### src/rtl/board_move_engine.sv
// Game-logic engine for the 4x4 sliding-tile board: slides/merges one line per cycle,
// spawns a random tile after a changing move and flags game over.
module board_move_engine #(
    parameter logic [15:0] SEED    = 16'hACE1,
    parameter int unsigned MAX_EXP = 15
) (
    input  logic         clk,
    input  logic         clr,
    input  logic         move_valid,
    input  logic [1:0]   move_dir,
    output logic         move_ready,
    input  logic         new_game,
    output logic [0:255] board_state,
    output logic [31:0]  score,
    output logic         done,
    output logic         moved,
    output logic         game_over
);

    typedef enum logic [1:0] {StIdle, StLine, StSpawn, StCheck} state_e;
    typedef logic [3:0][3:0] line_t;
    typedef struct packed {
        line_t       tiles;
        logic [31:0] gain;
    } line_res_t;

    state_e           state_q, state_d;
    logic [15:0][3:0] board_q, board_d;
    logic [31:0]      score_q, score_d;
    logic [15:0]      lfsr_q, lfsr_d;
    logic [1:0]       line_q, line_d;
    logic [1:0]       dir_q, dir_d;
    logic             changed_q, changed_d;
    logic             game_over_q, game_over_d;
    logic [3:0]       spawn_cnt_q, spawn_cnt_d;
    logic [3:0]       spawn_base_q, spawn_base_d;
    logic [1:0]       spawns_left_q, spawns_left_d;

    line_t            cur_line;
    line_res_t        res;
    logic [3:0]       spawn_idx;
    logic             spawn_fin;
    logic             can_play;
    logic             lfsr_fb;

    // Position 0 of every line is the edge the tiles slide toward.
    function automatic logic [3:0] tile_index(input logic [1:0] dir, input logic [1:0] line,
                                              input logic [1:0] pos);
        logic [3:0] idx;
        unique case (dir)
            2'd0:    idx = {line, pos};
            2'd1:    idx = {line, ~pos};
            2'd2:    idx = {pos, line};
            default: idx = {~pos, line};
        endcase
        return idx;
    endfunction

    function automatic line_res_t slide_line(input line_t in_line);
        logic [4:0][3:0] c;
        line_res_t       r;
        logic [2:0]      n;
        logic            skip;
        c    = '0;
        r    = '0;
        n    = '0;
        skip = 1'b0;
        for (int i = 0; i < 4; i++) begin
            if (in_line[2'(i)] != 4'd0) begin
                c[n] = in_line[2'(i)];
                n    = n + 3'd1;
            end
        end
        // c[4] stays zero, so the last compressed tile never finds a partner.
        n = '0;
        for (int i = 0; i < 4; i++) begin
            if (skip) begin
                skip = 1'b0;
            end else if (c[3'(i)] != 4'd0) begin
                if (c[3'(i)] == c[3'(i + 1)] && c[3'(i)] != 4'(MAX_EXP)) begin
                    r.tiles[n[1:0]] = c[3'(i)] + 4'd1;
                    r.gain          = r.gain + (32'd1 << (c[3'(i)] + 4'd1));
                    skip            = 1'b1;
                end else begin
                    r.tiles[n[1:0]] = c[3'(i)];
                end
                n = n + 3'd1;
            end
        end
        return r;
    endfunction

    always_comb begin
        cur_line = '0;
        for (int p = 0; p < 4; p++) begin
            cur_line[2'(p)] = board_q[tile_index(dir_q, line_q, 2'(p))];
        end
    end

    assign res       = slide_line(cur_line);
    assign spawn_idx = (spawn_cnt_q == 4'd0) ? lfsr_q[3:0] : spawn_base_q + spawn_cnt_q;
    assign lfsr_fb   = lfsr_q[15] ^ lfsr_q[13] ^ lfsr_q[12] ^ lfsr_q[10];

    always_comb begin
        logic [3:0] idx;
        can_play = 1'b0;
        idx      = '0;
        for (int r = 0; r < 4; r++) begin
            for (int c = 0; c < 4; c++) begin
                idx = 4'(r * 4 + c);
                if (board_q[idx] == 4'd0) can_play = 1'b1;
                if (c < 3 && board_q[idx] == board_q[idx + 4'd1]) can_play = 1'b1;
                if (r < 3 && board_q[idx] == board_q[idx + 4'd4]) can_play = 1'b1;
            end
        end
    end

    always_comb begin
        state_d       = state_q;
        board_d       = board_q;
        score_d       = score_q;
        lfsr_d        = {lfsr_q[14:0], lfsr_fb};
        line_d        = line_q;
        dir_d         = dir_q;
        changed_d     = changed_q;
        game_over_d   = game_over_q;
        spawn_cnt_d   = spawn_cnt_q;
        spawn_base_d  = spawn_base_q;
        spawns_left_d = spawns_left_q;
        spawn_fin     = 1'b0;
        done          = 1'b0;
        moved         = 1'b0;

        unique case (state_q)
            StIdle: begin
                if (new_game) begin
                    board_d       = '0;
                    score_d       = '0;
                    game_over_d   = 1'b0;
                    changed_d     = 1'b1;
                    lfsr_d        = SEED;
                    spawns_left_d = 2'd2;
                    spawn_cnt_d   = '0;
                    state_d       = StSpawn;
                end else if (move_valid && !game_over_q) begin
                    dir_d     = move_dir;
                    line_d    = '0;
                    changed_d = 1'b0;
                    state_d   = StLine;
                end
            end
            StLine: begin
                for (int p = 0; p < 4; p++) begin
                    board_d[tile_index(dir_q, line_q, 2'(p))] = res.tiles[2'(p)];
                end
                score_d = score_q + res.gain;
                if (res.tiles != cur_line) changed_d = 1'b1;
                line_d = line_q + 2'd1;
                if (line_q == 2'd3) begin
                    spawns_left_d = 2'd1;
                    spawn_cnt_d   = '0;
                    state_d       = changed_d ? StSpawn : StCheck;
                end
            end
            StSpawn: begin
                if (spawn_cnt_q == 4'd0) spawn_base_d = lfsr_q[3:0];
                if (board_q[spawn_idx] == 4'd0) begin
                    board_d[spawn_idx] = (lfsr_q[15:12] == 4'd0) ? 4'd2 : 4'd1;
                    spawn_fin          = 1'b1;
                end else if (spawn_cnt_q == 4'd15) begin
                    spawn_fin = 1'b1;
                end else begin
                    spawn_cnt_d = spawn_cnt_q + 4'd1;
                end
                if (spawn_fin) begin
                    spawn_cnt_d = '0;
                    if (spawns_left_q > 2'd1) spawns_left_d = spawns_left_q - 2'd1;
                    else                      state_d       = StCheck;
                end
            end
            StCheck: begin
                done        = 1'b1;
                moved       = changed_q;
                game_over_d = !can_play;
                state_d     = StIdle;
            end
            default: state_d = StIdle;
        endcase
    end

    always_ff @(posedge clk or posedge clr) begin
        if (clr) begin
            state_q       <= StIdle;
            board_q       <= '0;
            score_q       <= '0;
            lfsr_q        <= SEED;
            line_q        <= '0;
            dir_q         <= '0;
            changed_q     <= 1'b0;
            game_over_q   <= 1'b0;
            spawn_cnt_q   <= '0;
            spawn_base_q  <= '0;
            spawns_left_q <= '0;
        end else begin
            state_q       <= state_d;
            board_q       <= board_d;
            score_q       <= score_d;
            lfsr_q        <= lfsr_d;
            line_q        <= line_d;
            dir_q         <= dir_d;
            changed_q     <= changed_d;
            game_over_q   <= game_over_d;
            spawn_cnt_q   <= spawn_cnt_d;
            spawn_base_q  <= spawn_base_d;
            spawns_left_q <= spawns_left_d;
        end
    end

    for (genvar i = 0; i < 16; i++) begin : g_board_out
        assign board_state[16*i +: 16] = {12'd0, board_q[i]};
    end

    assign move_ready = (state_q == StIdle) && !game_over_q;
    assign score      = score_q;
    assign game_over  = game_over_q;

endmodule
### config.mk
export PLATFORM = sky130hd
export DESIGN_NAME = board_move_engine
export DESIGN_NICKNAME = d
export VERILOG_FILES = /design/src/rtl/board_move_engine.sv
export SDC_FILE = /design/constraint.sdc
export NUM_CORES = 1
export LEC_CHECK = 0
export ABC_CLOCK_PERIOD_IN_PS = 9000
export CORE_MARGIN = 2
export CORE_UTILIZATION = 52
export CTS_CLUSTER_SIZE = 30
export DETAILED_ROUTE_END_ITERATION = 7
export PLACE_DENSITY = 0.82
export SYNTH_ARGS = -nofsm -noshare
export SYNTH_HDL_FRONTEND = slang
export SYNTH_SLANG_ARGS = --single-unit
### constraint.sdc
create_clock -name clk -period 9 [get_ports clk]
set_clock_uncertainty 0.05 [all_clocks]
set_input_delay 0.9 -clock clk [delete_from_list [all_inputs] [get_ports clk]]
set_output_delay 0.9 -clock clk [all_outputs]
set_load 0.01 [all_outputs]
==> qor.yml, run 1 <==
outcome: "finished with violations"
failed_checks: "DRC"
clock_path_buffers: 2
io_pins: 298
synth_xor_area_share_pct: 9.08
ys_types: 101
synth.mux.area_fraction_pct: 5.30
num_rows: 57
peakVddDrop_mv: 0.302
setup-violations-final: 0
syn-mean-instance-area_um2: 8.09
cts-root-buf: "clkbuf_16"
drive_gt1_share_pct: 7.97
yosysWarnings: 0
antenna_found_initial: 2
yosysTopAreaCell: "dfrtp_1"
track_usage_pct: 37.8
grt_start_max_net_pins: 77
cp.depth: 22
cp_max_fo: 29
fmax_ghz: 0.130
vias_per_cell: 6.53
power.total_mw: 5.67
path_class: "flop to flop"
dr.pass1.iters: 8
wl_um: 51200
r2r_start: "line_q[1]"
tightest_slew_ps: 1250
leakage_nw: 5.92
fin_crit_ps: 7680
start_util_pct: 53.3
rsz0062_at_grt: "false"
syn_inst: 1611
cp.required_ps: 9240
synth.most_common_cell: "buf_4"
die_width_um: 162
dp_hpwl_um: 37100
nets: 1699
ff2ff_setup_slack_ps: 1320
synth_fa_ha_area_share_pct: 3.67
slowest_delay_ps: 960
num_vias: 13000
worst_setup_path_end_kind: "flop"
regToRegEndpoint: "score[29]"
endpoint: "score[29]"
slew_violations: 0
synth-seq-cells: 130
cts_htree_levels: 4
core_area_um2: 24500
setup_tns_ps: 0
ys.flop_type: "dfrtp_1"
start_kind: "flop"
slowest_stage: "dfrtp_1"
synth.yosys.seq_area_share_pct: 25.0
synth-compound-area-share_pct: 20.4
synth_edf_count: 0
synth_top_area_share_pct: 23.4
period_share_pct: 85.3
hold_class: "flop to flop"
cts_hold_buf: 0
slew-limit-headroom_pct: 16.1
grt.overflow.total: 0
drt_iter0_markers: 1840
syn-cell-area_um2: 13000
critPathBufInv: 2
rr_worst_depth: 22
first_global_vias: 11800
dieArea_um2: 26300
crit_path_frequent_cell: "nand3_1"
drc_errors: 4
hold_viol: 0
synth_top_family_by_area: "compound AO/OA/AOI/OAI gates"
synthTopCellsByCount: "buf_4 (193), nand2_1 (141), nor2_1 (130)"
cts_tree: "built"
portBuffers: 105
synth_area_leaders: "dfrtp_1 (23%), buf_4 (11%), xnor2_1 (7.3%), nand2_1 (4.1%), nor2_1 (3.7%)"
worst_ep_arrival_time_ps: 7920
clock_sinks: 130
wl_per_cell_um: 25.7
clkLatencyLatePin_ps: 440
post_cts_resize_count: 0
cp-startpoint: "line_q[1]"
routabilityCongestion: 1.09
synth_simple_gate_area_share_pct: 19.8
synthArstFlopShare_pct: 100
pwr_density_cell_nw_per_um2: 400
path_clk_slew_ps: 60
cts_made_buffers: 17
worstPathCellList: "buf_4 > or3b_2 > o22ai_1 > a311oi_1 > nand3_1 > a31oi_1 > inv_1 > ha_1 > a211o_1 > nand2_1 > nand3_1 > or3_1 > nor2_1 > ha_1 > nand2_1 > nor4bb_1 > o31a_1 > nand4_1 > a31oi_1 > nand3_1 > xor2_1 > nor2_1"
ant_nets: 0
die_y_um: 162
critPathTopFamily: "simple AND/OR/NAND/NOR gates"
drv_cap: 0
grt_pass1_wl_um: 74400
post-cts-setup-buffers: 0
syn_to_final_growth_pct: 8.71
[area by class of cell]
| type | instances | area [um2] |
|---|---|---|
| fillers | 2233 | 10300 |
| diodes | 1 | 2.50 |
| multi-input cells | 1319 | 8330 |
| repair buffers | 146 | 1360 |
| flip-flops and latches | 130 | 3270 |
| clock buffers | 19 | 443 |
| clock inverters | 13 | 200 |
| inverters | 42 | 160 |
| well taps | 324 | 405 |
[metal layers]
metal  up-vias  wire (um)  GRT usage, %
met1      6221      19400          49.9
met4         0       2690          18.4
met3       215       7670          14.9
met5         -          0             0
met2      1127      21400          53.9
li1       5450          -             -
[cells by family (layout without fill, tap and decap cells)]
family                     Yosys count  count (layout)
buffers and inverters              354             220
muxes                               61              61
and+or+nand+nor                    510             510
AOI/OAI and AO/OA                  383             383
xor gates and xnor gates           135             135
other                                1             194
adders and majority gates           37              37
DFF                                130             130
[placed cells by master (no fill, tap or decap), types with 8 or more instances in the layout]
cell             Yosys  final
clkdlybuf4s50_1      0    105
xor2_1              26     26
or3_1                8      8
and3_1               9      9
o21ai_1              8      8
a21o_1              11     11
o31ai_1             14     14
nand3_1             30     30
conb_1               1    193
xnor2_1            109    109
and2_1              17     17
a21oi_1             71     71
o211ai_1            11     11
o221ai_1            18     18
nor2_1             130    130
nand2b_1            20     20
buf_4              193     41
a31oi_1             15     15
dfstp_2              8      8
o22ai_1             15     15
a22o_1               9      9
ha_1                35     35
nor2b_1             19     19
o21ai_0             85     85
inv_1               41     40
o21bai_1            11     11
clkbuf_16            0     17
mux2_2              10     10
mux2i_1             44     44
nor3_1              27     26
a211o_1              8      8
dfrtp_1            122    120
a32oi_1              8      8
nand4_1             39     39
a22oi_1             20     20
nand2_1            141    141
nor4_1              22     22
[state kept, by name, indices dropped and copies added, names as in the netlist]
signal / flops
lfsr_q: 16
spawn_base_q: 4
dir_q: 2
changed_q: 1
spawns_left_q: 2
state_q: 2
spawn_cnt_q: 4
line_q: 2
board_state: 64
game_over: 1
score: 32
[worst register-to-register path, stage by stage, from the launching register on]
cell,delay [ps]
dfrtp_1,960
buf_4,350
or3b_2,260
o22ai_1,120
a311oi_1,340
nand3_1,580
a31oi_1,700
inv_1,190
ha_1,290
a211o_1,290
nand2_1,140
nand3_1,210
or3_1,530
nor2_1,140
ha_1,210
nand2_1,120
nor4bb_1,610
o31a_1,290
nand4_1,140
a31oi_1,580
nand3_1,200
xor2_1,180
nor2_1,50
[metrics by stage]
stage / hold WS (ps) / utilization [%] / instance area, um2 / cells / setup WS [ps]
floorplan: 360 / - / 13700 / 1803 / 2560
global placement: 370 / 55.3 / 13500 / 1961 / 1760
detailed placement: 371 / 55.3 / 13500 / 1961 / 1540
CTS: 391 / 57.9 / 14200 / 1993 / 1510
global route: 416 / 57.9 / 14200 / 1993 / 614
finish: 388 / 57.9 / 14200 / 1994 / 1320
[worst min path at each step]
stage          startpoint          to  slack [ps]  cells after the start
6_report        lfsr_q[9]  lfsr_q[10]         390                      1
5_1_grt         lfsr_q[4]   lfsr_q[5]         420                      1
4_1_cts         lfsr_q[9]  lfsr_q[10]         390                      1
3_5_place_dp    lfsr_q[9]  lfsr_q[10]         370                      1
3_3_place_gp    lfsr_q[9]  lfsr_q[10]         370                      1
2_1_floorplan   lfsr_q[9]  lfsr_q[10]         360                      1
[where the power goes]
group / switching, mW / internal (mW) / leakage, nW
sequential: 0.274 / 0.727 / 1.74
clock: 0.302 / 0.478 / 0.316
combinational: 2.64 / 1.25 / 3.86
total: 3.21 / 2.45 / 5.92
(Power assumes the default switching activity.)
==> inputs of run 2 (changes only) <==
--- a/config.mk
+++ b/config.mk
@@ -11,6 +11,7 @@
 export CTS_CLUSTER_SIZE = 30
 export DETAILED_ROUTE_END_ITERATION = 7
 export PLACE_DENSITY = 0.82
+export SLEW_MARGIN = 40
 export SYNTH_ARGS = -nofsm -noshare
 export SYNTH_HDL_FRONTEND = slang
 export SYNTH_SLANG_ARGS = --single-unit
==> run 2 against run 1 <==
Net effect: the run now ends clean; via count is 0.97% lower; clock-buffer cell count rose by 2; routed wire length is 0.75% lower; largest power group unchanged.
==> qor.yml, run 2 (synthesis gave the netlist of run 1 again) <==
wl_met2_um: 20900
cp_max_fo: 44
die_width_um: 162
core_area_um2: 24500
slew-limit-headroom_pct: 32.9
cp.required_ps: 9240
drt_iter0_markers: 1887
cts-root-buf: "clkbuf_16"
peakVddDrop_mv: 0.336
final_common_cell: "conb_1"
hold_depth: 1
cts_htree_levels: 4
die_y_um: 162
cts_hold_buf: 0
wl_per_cell_um: 25.5
ant_nets: 0
pwr_density_cell_nw_per_um2: 393
start_kind: "flop"
vias_per_cell: 6.47
top_layer: "met5"
fmax_ghz: 0.133
antenna_found_initial: 0
wl_met3_um: 7030
clock_sinks: 130
drc_errors: 0
wl_um: 50800
tightest_slew_ps: 997
hold_ws_ps: 399
drt-met1-wl_um: 19800
num_antenna_cells: 0
fin_crit_ps: 7550
grt_pass1_wl_um: 74200
post_cts_resize_count: 0
dr.pass1.iters: 6
portBuffers: 105
leakage_nw: 5.86
rr_worst_depth: 27
cts_made_buffers: 17
path_clk_slew_ps: 60
cts_tree: "built"
finish.utilization_pct: 57.7
clock_path_buffers: 2
worst_setup_path_end_kind: "flop"
worst_ep_arrival_time_ps: 7790
n_fill_cell: 2233
drive_gt1_share_pct: 8.45
dieArea_um2: 26300
first_global_vias: 11800
io_pins: 298
slew_violations: 0
drv_cap: 0
largest_reg_flops: 64
rsz0062_at_grt: "false"
setup-violations-final: 0
outcome: "completed"
track_usage_pct: 37.7
dp_hpwl_um: 37000
start_util_pct: 53.3
path_class: "flop to flop"
grt_start_max_net_pins: 77
nets: 1699
period_share_pct: 83.8
clkLatencyLatePin_ps: 440
syn_to_final_growth_pct: 8.28
num_vias: 12900
hold_viol: 0
setup_tns_ps: 0
post-cts-setup-buffers: 0
post_dp_cell_area_um2: 13500
hold_class: "flop to flop"
routabilityCongestion: 1.09
layout.cells.most_common_list: "conb_1 (193), nand2_1 (141), nor2_1 (128)"
grt.overflow.total: 0
num_rows: 57
design_area_um2: 14100
run 2: changes by cell type in the layout (fill, tap and decap cells not counted), moves of 2 or more:
cell        before  now
nor4_1          22   19
inv_6            2    4
clkinv_4         4    2
bufinv_16        4    0
clkinvlp_4       0    3
nor4_2           0    3
inv_8            2    0
nor2_1         130  128
clkinv_2         1    3
nor2_2           1    3
run 2: stage by stage:
step | total power, mW | cells | worst slack (ps)
after floorplan | 3.46 | 1803 | 2560
after global placement | 4.59 | 1961 | 1760
after detailed placement | 4.64 | 1961 | 1690
after CTS | 5.32 | 1993 | 1660
after global routing | 5.74 | 1993 | 853
final | 5.55 | 1993 | 1450
run 2: worst max-delay path, cell delays in order (launching register included):
cell	delay (ps)
dfrtp_1	700
buf_4	520
and2_0	490
a21oi_1	340
o221ai_1	300
a211oi_2	130
a31oi_1	590
inv_1	220
ha_1	310
a211o_1	290
and2_1	180
nor3_2	130
and2_1	170
nand2b_1	130
nor2_1	120
ha_1	180
inv_1	70
fa_1	410
nor2b_1	130
o21a_1	140
o21ai_0	130
a2111oi_0	570
o41ai_1	230
a21oi_1	230
a31o_2	280
nand4_1	130
xor2_1	150
nor2_1	50
run 2: layout make-up:
class                           count  area, um2  area share (%)
Tap cell                          324        405            2.87
Clock buffer                       21        460            3.26
Sequential cell                   130       3270            23.2
Timing Repair Buffer              146       1360            9.63
Inverter                           42        163            1.15
Multi-Input combinational cell   1319       8370            59.3
Clock inverter                     11       81.3           0.576
run 2: layer usage:
| layer | track usage (%) | vias to the layer above |
|---|---|---|
| met5 | 2.46 | - |
| met4 | 20.4 | 2 |
| met3 | 13.8 | 203 |
| met2 | 53.4 | 1049 |
| met1 | 49.7 | 6189 |
| li1 | - | 5444 |
run 2: report_power, final:
part           switching (mW)  leakage, nW  internal, mW  total (mW)
Combinational            2.63         3.87          1.25        3.88
Clock                   0.293        0.260         0.368       0.661
Sequential              0.277         1.74         0.728        1.01
run 2: worst paths after layout:
check | from | end | slack (ps)
setup / recovery | dir_q[1] | score[26] | 1450
setup reg to reg | dir_q[1] | score[26] | 1450
min in group asynchronous | clr | score[6] | 910
hold reg to reg | lfsr_q[4] | lfsr_q[5] | 400
max in group asynchronous | clr | board_state[30] | 6770
hold / removal | lfsr_q[4] | lfsr_q[5] | 400
==> inputs of run 3 (changes only) <==
--- a/config.mk
+++ b/config.mk
@@ -5,7 +5,7 @@
 export SDC_FILE = /design/constraint.sdc
 export NUM_CORES = 1
 export LEC_CHECK = 0
-export ABC_CLOCK_PERIOD_IN_PS = 9000
+export ABC_CLOCK_PERIOD_IN_PS = 7100
 export CORE_MARGIN = 2
 export CORE_UTILIZATION = 52
 export CTS_CLUSTER_SIZE = 30
==> constraint.sdc (replaced) <==
create_clock -name clk -period 7.1 [get_ports clk]
set_clock_uncertainty 0.05 [all_clocks]
set_input_delay 0.71 -clock clk [delete_from_list [all_inputs] [get_ports clk]]
set_output_delay 0.71 -clock clk [all_outputs]
set_load 0.01 [all_outputs]
==> run 3 against run 2 <==
Net effect: clock power increased by 37%; cell count increased by 3.0%; final area increased by 3.8%; critical path depth increased by 2; combinational power increased by 42%; fmax increased by 16%; first-iteration DRC count increased by 11%; routed wire length increased by 9.7%; flip-flop and latch count unchanged; worst setup slack got worse by 830 ps; sequential share of layout area decreased by 0.86 points; highest routed layer unchanged.
==> qor.yml, run 3 (synthesis gave the netlist of run 1 again) <==
clkLatencyLatePin_ps: 450
worst_ep_arrival_time_ps: 6730
cp-startpoint: "dir_q[0]"
grt_pass1_wl_um: 80500
post_dp_cell_area_um2: 14000
nets: 1758
hold_viol: 0
setup-violations-final: 0
die_y_um: 162
cts_hold_buf: 0
ff2ff_setup_slack_ps: 620
antenna_found_initial: 3
worst_setup_path_end_kind: "flop"
leakage_nw: 6.19
path_class: "flop to flop"
pwr_density_cell_nw_per_um2: 520
syn_to_final_growth_pct: 12.4
clock_sinks: 130
slowest_stage: "dfrtp_2"
multi_input_area_um2: 8400
hold_depth: 1
cts-root-buf: "clkbuf_16"
num_vias: 13100
ant_nets: 0
drive_gt1_share_pct: 11.9
holdPathEnd: "lfsr_q[5]"
p_switching_mw: 4.35
start_kind: "flop"
share_seq_of_total_power_pct: 15.7
hold_ws_ps: 400
regArea_um2: 3270
dieArea_um2: 26300
io_pins: 298
cts_tree: "built"
final_common_cell: "conb_1"
r2r_start: "dir_q[0]"
wl_um: 55700
fin_crit_ps: 6480
n_fill_cell: 2239
grt_start_max_net_pins: 68
layout.cells.most_common_list: "conb_1 (193), nand2_1 (140), nor2_1 (129)"
num_rows: 57
drc_errors: 0
period_share_pct: 91.2
peakVddDrop_mv: 0.433
drt_iter0_markers: 2093
slew-limit-headroom_pct: 33.6
vias_per_cell: 6.40
rr_worst_depth: 29
design_area_um2: 14600
routabilityCongestion: 1.11
slowest_delay_ps: 630
clock_path_buffers: 2
cp.required_ps: 7350
pwr-share-clk_pct: 11.9
power.total_mw: 7.61
post-cts-setup-buffers: 0
portBuffers: 105
track_usage_pct: 41.7
wl_per_cell_um: 27.1
cts_made_buffers: 17
finish.utilization_pct: 59.8
slew_violations: 0
hold_class: "flop to flop"
rsz0062_at_grt: "false"
outcome: "completed"
internal_power_mw: 3.26
core_area_um2: 24500
p_comb_share_pct: 72.4
setup_tns_ps: 0
cts_htree_levels: 4
grt.overflow.total: 0
start_util_pct: 53.3
dr.pass1.iters: 7
first_global_vias: 12000
tightest_slew_ps: 988
drv_cap: 0
die_width_um: 162
dp_hpwl_um: 41600
post_cts_resize_count: 0
cp_max_fo: 23
swShare_pct: 57.2
hold_start: "lfsr_q[4]"
regToRegEndpoint: "score[26]"
path_clk_slew_ps: 70
fmax_ghz: 0.154
largest_reg_flops: 64
==> run 3: cell types whose count changed in the layout (fill, tap and decap cells not counted), moves of 2 or more <==
cell	previous run	this run
inv_8	0	3
nor4_2	3	7
buf_12	0	2
buf_4	41	97
clkinv_4	2	0
nor4_1	19	15
clkbuf_1	2	0
clkbuf_8	2	0
inv_6	4	6
==> run 3: power groups by stage <==
stage                     clock [mW]  combinational, mW  sequential [mW]
after global routing           0.934               5.71             1.21
after floorplan                    0               3.32             1.07
final                          0.907               5.51             1.20
after detailed placement           0               5.20             1.19
after CTS                      0.904               5.23             1.18
after global placement             0               5.19             1.19
==> run 3: final cells by class <==
type,count,area share [%]
Multi-Input combinational cell,1319,57.4
Clock buffer,17,2.91
Inverter,42,1.11
Antenna cell,1,0.0171
Sequential cell,130,22.3
Timing Repair Buffer,205,12.5
Tap cell,324,2.77
Clock inverter,15,1.01
==> run 3: per-stage QoR <==
| stage | worst slack, ps | cells |
|---|---|---|
| after floorplan | 663 | 1803 |
| after detailed placement | 749 | 2020 |
| after global placement | 852 | 2020 |
| final | 622 | 2053 |
| after global routing | 22.4 | 2052 |
| after CTS | 710 | 2052 |
==> run 3: worst max path at each step <==
| stage | end | depth (start not counted) | slack (ps) |
|---|---|---|---|
| 2_1_floorplan | score[26] | 31 | 660 |
| 3_3_place_gp | score[26] | 27 | 850 |
| 3_5_place_dp | score[26] | 29 | 750 |
| 4_1_cts | score[18] | 29 | 710 |
| 5_1_grt | score[18] | 30 | 20 |
| 6_report | score[26] | 29 | 620 |
==> run 3: worst max-delay path: cells and delay by family (launching register included) <==
| kind | cells | cell delay [ps] |
|---|---|---|
| DFF | 1 | 630 |
| and+or+nand+nor | 9 | 1220 |
| AOI/OAI and AO/OA | 10 | 2340 |
| adders and majority gates | 3 | 750 |
| xor gates and xnor gates | 1 | 160 |
| muxes | 1 | 460 |
| buffers and inverters | 5 | 720 |
==> run 3: routing by layer <==
layer	routed length (um)	share of wire (%)	GRT usage [%]
met5	13	0.023	0
met4	3100	5.6	20.7
met1	21400	38	56.0
met2	23200	42	60.4
met3	7950	14	13.2
